==> src/rtl/gtx_pkg.sv <==
// Shared types and constants for the 16-bit GTX receive framer.
package gtx_pkg;

  typedef enum logic [1:0] {HUNT, CHECK, LOCKED} gtx_rx_state_t;

  localparam logic [15:0] K28_5_WORD = 16'hBCBC;
  localparam logic [1:0]  K28_5_CTRL = 2'b11;

  function automatic logic is_comma(input logic [1:0] ctrl, input logic [15:0] word);
    return (ctrl == K28_5_CTRL) && (word == K28_5_WORD);
  endfunction

endpackage

==> src/rtl/gtx_rx_align.sv <==
// Byte-alignment front end: forms the aligned and one-byte-shifted candidate
// words, flags a comma on either, and muxes the selected alignment.
module gtx_rx_align
  import gtx_pkg::*;
(
  input  logic        i_clk,
  input  logic        i_rst_n,
  input  logic [1:0]  i_ctrl,
  input  logic [15:0] i_data,
  input  logic        i_shift,
  output logic        o_comma_a,
  output logic        o_comma_b,
  output logic [15:0] o_sel_word,
  output logic [1:0]  o_sel_ctrl
);

  // Only the later byte of the previous word feeds the shifted candidate.
  logic [7:0]  r_prev_hi;
  logic        r_prev_k1;
  logic [15:0] w_word_b;
  logic [1:0]  w_ctrl_b;

  always_ff @(posedge i_clk or negedge i_rst_n) begin
    if (!i_rst_n) begin
      r_prev_hi <= '0;
      r_prev_k1 <= 1'b0;
    end else begin
      r_prev_hi <= i_data[15:8];
      r_prev_k1 <= i_ctrl[1];
    end
  end

  assign w_word_b   = {i_data[7:0], r_prev_hi};
  assign w_ctrl_b   = {i_ctrl[0], r_prev_k1};

  assign o_comma_a  = is_comma(i_ctrl, i_data);
  assign o_comma_b  = is_comma(w_ctrl_b, w_word_b);

  assign o_sel_word = i_shift ? w_word_b : i_data;
  assign o_sel_ctrl = i_shift ? w_ctrl_b : i_ctrl;

endmodule

==> src/rtl/gtx_rx.sv <==
// GTX receive framer: comma-based word alignment, frame lock acquisition and
// monitoring, and comma stripping with a one-cycle registered payload path.
module gtx_rx
  import gtx_pkg::*;
#(
  parameter int COMMA_PERIOD = 16,
  parameter int LOCK_CNT     = 4,
  parameter int LOSS_CNT     = 2
) (
  input  logic        clk_i,
  input  logic        rst_n_i,
  input  logic [1:0]  ctrl_i,
  input  logic [15:0] data_i,
  output logic [15:0] data_o,
  output logic        valid_o,
  output logic        lock_o,
  output logic        shift_o,
  output logic        err_o
);

  localparam int WW = $clog2(COMMA_PERIOD);
  localparam int GW = $clog2(LOCK_CNT + 1);
  localparam int MW = $clog2(LOSS_CNT + 1);
  localparam logic [WW-1:0] WLAST     = WW'(COMMA_PERIOD - 1);
  localparam logic [GW-1:0] GOOD_LAST = GW'(LOCK_CNT - 1);
  localparam logic [MW-1:0] MISS_LAST = MW'(LOSS_CNT - 1);

  gtx_rx_state_t r_state, w_next;

  logic [WW-1:0] r_wcnt, w_wcnt_inc;
  logic [GW-1:0] r_good;
  logic [MW-1:0] r_miss;
  logic          r_shift;

  logic [15:0]   r_data;
  logic          r_valid, r_lock, r_err;
  logic          w_valid_nxt, w_lock_nxt, w_err_nxt;

  logic          w_comma_a, w_comma_b;
  logic [15:0]   w_sel_word;
  logic [1:0]    w_sel_ctrl;
  logic          w_slot0, w_sel_comma, w_good, w_bad;

  gtx_rx_align u_align (
    .i_clk      (clk_i),
    .i_rst_n    (rst_n_i),
    .i_ctrl     (ctrl_i),
    .i_data     (data_i),
    .i_shift    (r_shift),
    .o_comma_a  (w_comma_a),
    .o_comma_b  (w_comma_b),
    .o_sel_word (w_sel_word),
    .o_sel_ctrl (w_sel_ctrl)
  );

  assign w_slot0     = (r_wcnt == '0);
  assign w_sel_comma = is_comma(w_sel_ctrl, w_sel_word);
  assign w_good      = w_slot0 && w_sel_comma;
  assign w_bad       = w_slot0 ? !w_sel_comma : (w_sel_ctrl != 2'b00);
  assign w_wcnt_inc  = (r_wcnt == WLAST) ? '0 : r_wcnt + 1'b1;

  always_ff @(posedge clk_i or negedge rst_n_i) begin
    if (!rst_n_i) r_state <= HUNT;
    else          r_state <= w_next;
  end

  always_comb begin
    w_next = r_state;
    case (r_state)
      HUNT:    if (w_comma_a || w_comma_b) w_next = CHECK;
      CHECK:   if (w_bad) w_next = HUNT;
               else if (w_good && r_good == GOOD_LAST) w_next = LOCKED;
      LOCKED:  if (w_bad && r_miss == MISS_LAST) w_next = HUNT;
      default: w_next = HUNT;
    endcase
  end

  always_comb begin
    w_valid_nxt = (r_state == LOCKED) && !w_slot0 && (w_sel_ctrl == 2'b00);
    w_err_nxt   = (r_state == LOCKED) && w_bad;
    w_lock_nxt  = (w_next == LOCKED);
  end

  // Slot counter restarts at 0 on any return to HUNT; from HUNT, the
  // increment of 0 gives slot 1 for the word after the acquired comma.
  always_ff @(posedge clk_i or negedge rst_n_i) begin
    if (!rst_n_i) begin
      r_wcnt  <= '0;
      r_good  <= '0;
      r_miss  <= '0;
      r_shift <= 1'b0;
    end else begin
      r_wcnt <= (w_next == HUNT) ? '0 : w_wcnt_inc;
      case (r_state)
        HUNT: begin
          r_miss <= '0;
          if (w_comma_a) begin
            r_shift <= 1'b0;
            r_good  <= GW'(1);
          end else if (w_comma_b) begin
            r_shift <= 1'b1;
            r_good  <= GW'(1);
          end else begin
            r_good  <= '0;
          end
        end
        CHECK: begin
          if (w_bad)       r_good <= '0;
          else if (w_good) r_good <= r_good + 1'b1;
          if (w_next == LOCKED) r_miss <= '0;
        end
        LOCKED: begin
          if (w_next == HUNT) begin
            r_good <= '0;
            r_miss <= '0;
          end else if (w_bad) begin
            r_miss <= r_miss + 1'b1;
          end else if (w_good) begin
            r_miss <= '0;
          end
        end
        default: ;
      endcase
    end
  end

  always_ff @(posedge clk_i or negedge rst_n_i) begin
    if (!rst_n_i) begin
      r_data  <= '0;
      r_valid <= 1'b0;
      r_lock  <= 1'b0;
      r_err   <= 1'b0;
    end else begin
      if (w_valid_nxt) r_data <= w_sel_word;
      r_valid <= w_valid_nxt;
      r_lock  <= w_lock_nxt;
      r_err   <= w_err_nxt;
    end
  end

  assign data_o  = r_data;
  assign valid_o = r_valid;
  assign lock_o  = r_lock;
  assign err_o   = r_err;
  assign shift_o = r_shift;

endmodule

==> config.mk <==
export PLATFORM = sky130hd
export DESIGN_NAME = gtx_rx
export DESIGN_NICKNAME = d
export VERILOG_FILES = /design/src/rtl/gtx_pkg.sv /design/src/rtl/gtx_rx_align.sv /design/src/rtl/gtx_rx.sv
export SDC_FILE = /design/constraint.sdc
export NUM_CORES = 1
export LEC_CHECK = 0
export BUFFER_PORTS_ARGS = -buffer_cell sky130_fd_sc_hd__buf_2
export CAP_MARGIN = 20
export CORE_MARGIN = 2
export CORE_UTILIZATION = 40
export DETAILED_ROUTE_END_ITERATION = 10
export PLACE_DENSITY = 0.72
export SETUP_SLACK_MARGIN = 0.15
export SLEW_MARGIN = 20
export SYNTH_ARGS = -nofsm -noshare
export SYNTH_HDL_FRONTEND = slang
export SYNTH_SLANG_ARGS = --single-unit
export TNS_END_PERCENT = 30
==> constraint.sdc <==
create_clock -name clk_i -period 3.4 [get_ports clk_i]
set_input_delay 0.34 -clock clk_i [delete_from_list [all_inputs] [get_ports clk_i]]
set_output_delay 0.34 -clock clk_i [all_outputs]
set_load 0.05 [all_outputs]
==> flow_summary.toml <==
[routing]
drtIter0Drc = 82
wl_per_cell_microns = 14.72
finalWirelength_mm = 4.474
detail_route.drc_violations = 0
drt-pass1-iter-count = 4
vias = 1633
ant_nets = 0
routed_via_density = 5.372

[power_and_ir_drop]
pwr-share-clk_pct = 38.4
leakagePower_nw = 1.117
switchingPower_w = 0.0001964
power_frac_seq_pct = 56.5
power.density_nw_per_um2 = 350.2
ir_drop_mv = 0.1599
pwr-share-comb_pct = 5.1
sw_frac_of_total_pct = 22.90
internal_power_w = 0.0006614

[worst_setup_path]
cp_num_buf_inv = 1
crit_slowest_cell = "dfrtp_1"
critPathArrivalTime_ps = 3060
required_ps = 3570
worst-path-max-fanout = 11
end_kind = "flop"
crit_family = "compound AO/OA/AOI/OAI gates"
crit_chain = "buf_4, mux2_2, nor3_1, a211o_1, o221a_2, a311oi_4, o211a_4, mux2_1"
critPathKind = "flop to flop"
startpoint_type = "flop"
cpPeakStageDelay_ps = 620

[outcome]
outcome = "completed"

[min_path]
min_path_type = "primary input to asynchronous set/reset pin"

[yosys]
synth_edf_count = 0
ys_seq_area_share_pct = 47.93
synth-seq-cells = 40
synthFlopType = "dfrtp_1"
synth_area_sq_um = 2088
synth_warnings = 0
avgSynthCellArea_sq_um = 10.93
async_flop_share_pct = 100.0
netlist_instances = 191
ys_types = 49
synthesis.nets = 220

[clocking]
root_buffer = "clkbuf_8"
clock_sinks = 40
cts-buffers-inserted = 5
cts-hold-fix-buffers = 0
cts.reportedPaths.clkPinSlew_ps = 80
post-cts-setup-buffers = 0
clock_latency_ps = 290
cts_resized = 0
tritoncts = "done"
htreeDepth = 2
clk_path_buf_depth = 2

[timing]
hold_viol = 0
finClkSkew_ps = 7.694
report.final.slew_viol_count = 0
rsz0062_at_grt = "no"
tightest_slew_ps = 880.0
slew_headroom_pct = 41.33
fin_setup_tns_ps = 0
min_period_over_period_pct = 84.94
hold_ws_ps = 169.4
setup_viol = 0
period_needed_ps = 2888
fmax_mhz = 346.3

[place]
placed_area_sq_um = 2352
portBuffers = 39
dp.cells = 296
dpl.hpwl_mm = 3.345
gp_congestion = 0.8526

[layout]
layout.cells.non_filler = 304
drive_above_1_share_pct = 27.35
antenna_cells = 0
mostFrequentLayoutCells = "40 x dfrtp_1, 39 x buf_2, 21 x nor2_1"
layout.nets = 262
stdcell_area_sq_um = 2450
syn_to_final_growth_pct = 17.32
final_common_cell = "dfrtp_1"

[run]
maxCapViolCount = 0

[die]
dieArea_sq_um = 5815
io_pins = 40
fp-row-count = 26
initial_utilization_pct = 41.15
die_w_microns = 76.26
core_sq_um = 5075
fp.dieH_microns = 76.26

[global_routing]
grt_use_total_pct = 16.68
overflow = 0
antenna_found_initial = 0
first_global_vias = 1608
grt_max_degree = 41
grt_pass1_wl_mm = 7.838
-- synth_stat cells (2+ instances only) --
| master | n | share of area (%) |
|---|---|---|
| dfrtp_1 | 40 | 48 |
| nand4b_1 | 5 | 2.1 |
| ha_1 | 9 | 5.4 |
| buf_6 | 2 | 1.1 |
| nor2_1 | 21 | 3.8 |
| inv_1 | 13 | 2.3 |
| mux2_1 | 3 | 1.6 |
| o22ai_1 | 3 | 0.90 |
| nand3_1 | 2 | 0.48 |
| nand2_1 | 7 | 1.3 |
| nor3b_1 | 2 | 0.72 |
| nor4bb_1 | 2 | 0.96 |
| o31ai_1 | 2 | 0.72 |
| mux2i_1 | 15 | 7.2 |
| and4b_1 | 2 | 0.96 |
| o21ai_0 | 2 | 0.48 |
| clkbuf_1 | 2 | 0.36 |
| buf_1 | 3 | 0.54 |
| mux2_2 | 4 | 2.2 |
| or4_1 | 2 | 0.72 |
| nor3_1 | 3 | 0.72 |
| nand3b_1 | 2 | 0.72 |
| a21oi_1 | 19 | 4.6 |
-- layout make-up --
type / count / area, sq um
fillers: 493 / 2625
flip-flops and latches: 40 / 1001
multi-input cells: 130 / 993.5
repair buffers: 42 / 217.7
well taps: 70 / 87.58
clock buffers: 6 / 82.58
inverters: 14 / 52.55
clock inverters: 2 / 15.01
-- through the flow --
step	util, %	total power, W	setup slack (ps)
after detailed placement	46.35	0.0005390	522.6
after global placement	46.35	0.0005388	619.6
final	48.27	0.0008578	512.2
after CTS	48.27	0.0008739	533.0
after global routing	48.27	0.0008978	356.8
after floorplan	-	0.0005052	708.5
-- routing by layer --
| layer | GRT usage, % | vias to the layer above | routed length [microns] |
|---|---|---|---|
| li1 | - | 777 | - |
| met1 | 22.43 | 815 | 2079 |
| met2 | 26.02 | 39 | 2151 |
| met3 | 4.147 | 2 | 201 |
| met4 | 6.364 | 0 | 42 |
| met5 | 0 | - | 0 |
-- path summary, 6_finish.rpt --
path                       depth (start not counted)                        endpoint  slack (ps)                start
setup / recovery                                   8           r_good[2]$_DFFE_PN0P_         510  shift_o$_DFFE_PN0P_
hold / removal                                     1          data_o[10]$_DFFE_PN0P_         170              rst_n_i
setup reg to reg                                   8           r_good[2]$_DFFE_PN0P_         510  shift_o$_DFFE_PN0P_
hold reg to reg                                    1             r_wcnt[0]$_DFF_PN0_         500  r_wcnt[0]$_DFF_PN0_
max in group asynchronous                          1             r_wcnt[3]$_DFF_PN0_        2690              rst_n_i
min in group clk_i                                 1  u_align.r_prev_hi[1]$_DFF_PN0_         190            data_i[9]
-- registers in the layout, indices dropped and copies added (netlist names) --
name               count
r_wcnt                 4
valid_o                1
err_o                  1
shift_o                1
r_miss                 2
data_o                16
u_align.r_prev_k1      1
r_good                 3
r_state                2
u_align.r_prev_hi      8
lock_o                 1
-- kinds of logic after synthesis --
group           share of synthesized area, %
fa+ha+maj                              5.393
mux                                    10.96
flops                                  47.93
simple gates                           16.00
xor+xnor                              0.4195
buf+inv                                4.494
compound gates                         14.80
-- power groups by stage --
stage	clock network [W]	logic, W	registers (W)
after global placement	0	0.0000450	0.000494
final	0.000329	0.0000441	0.000484
after detailed placement	0	0.0000451	0.000494
after CTS	0.000344	0.0000454	0.000484
after global routing	0.000363	0.0000498	0.000485
after floorplan	0	0.0000124	0.000493
Power figures use the tool's default switching activity.
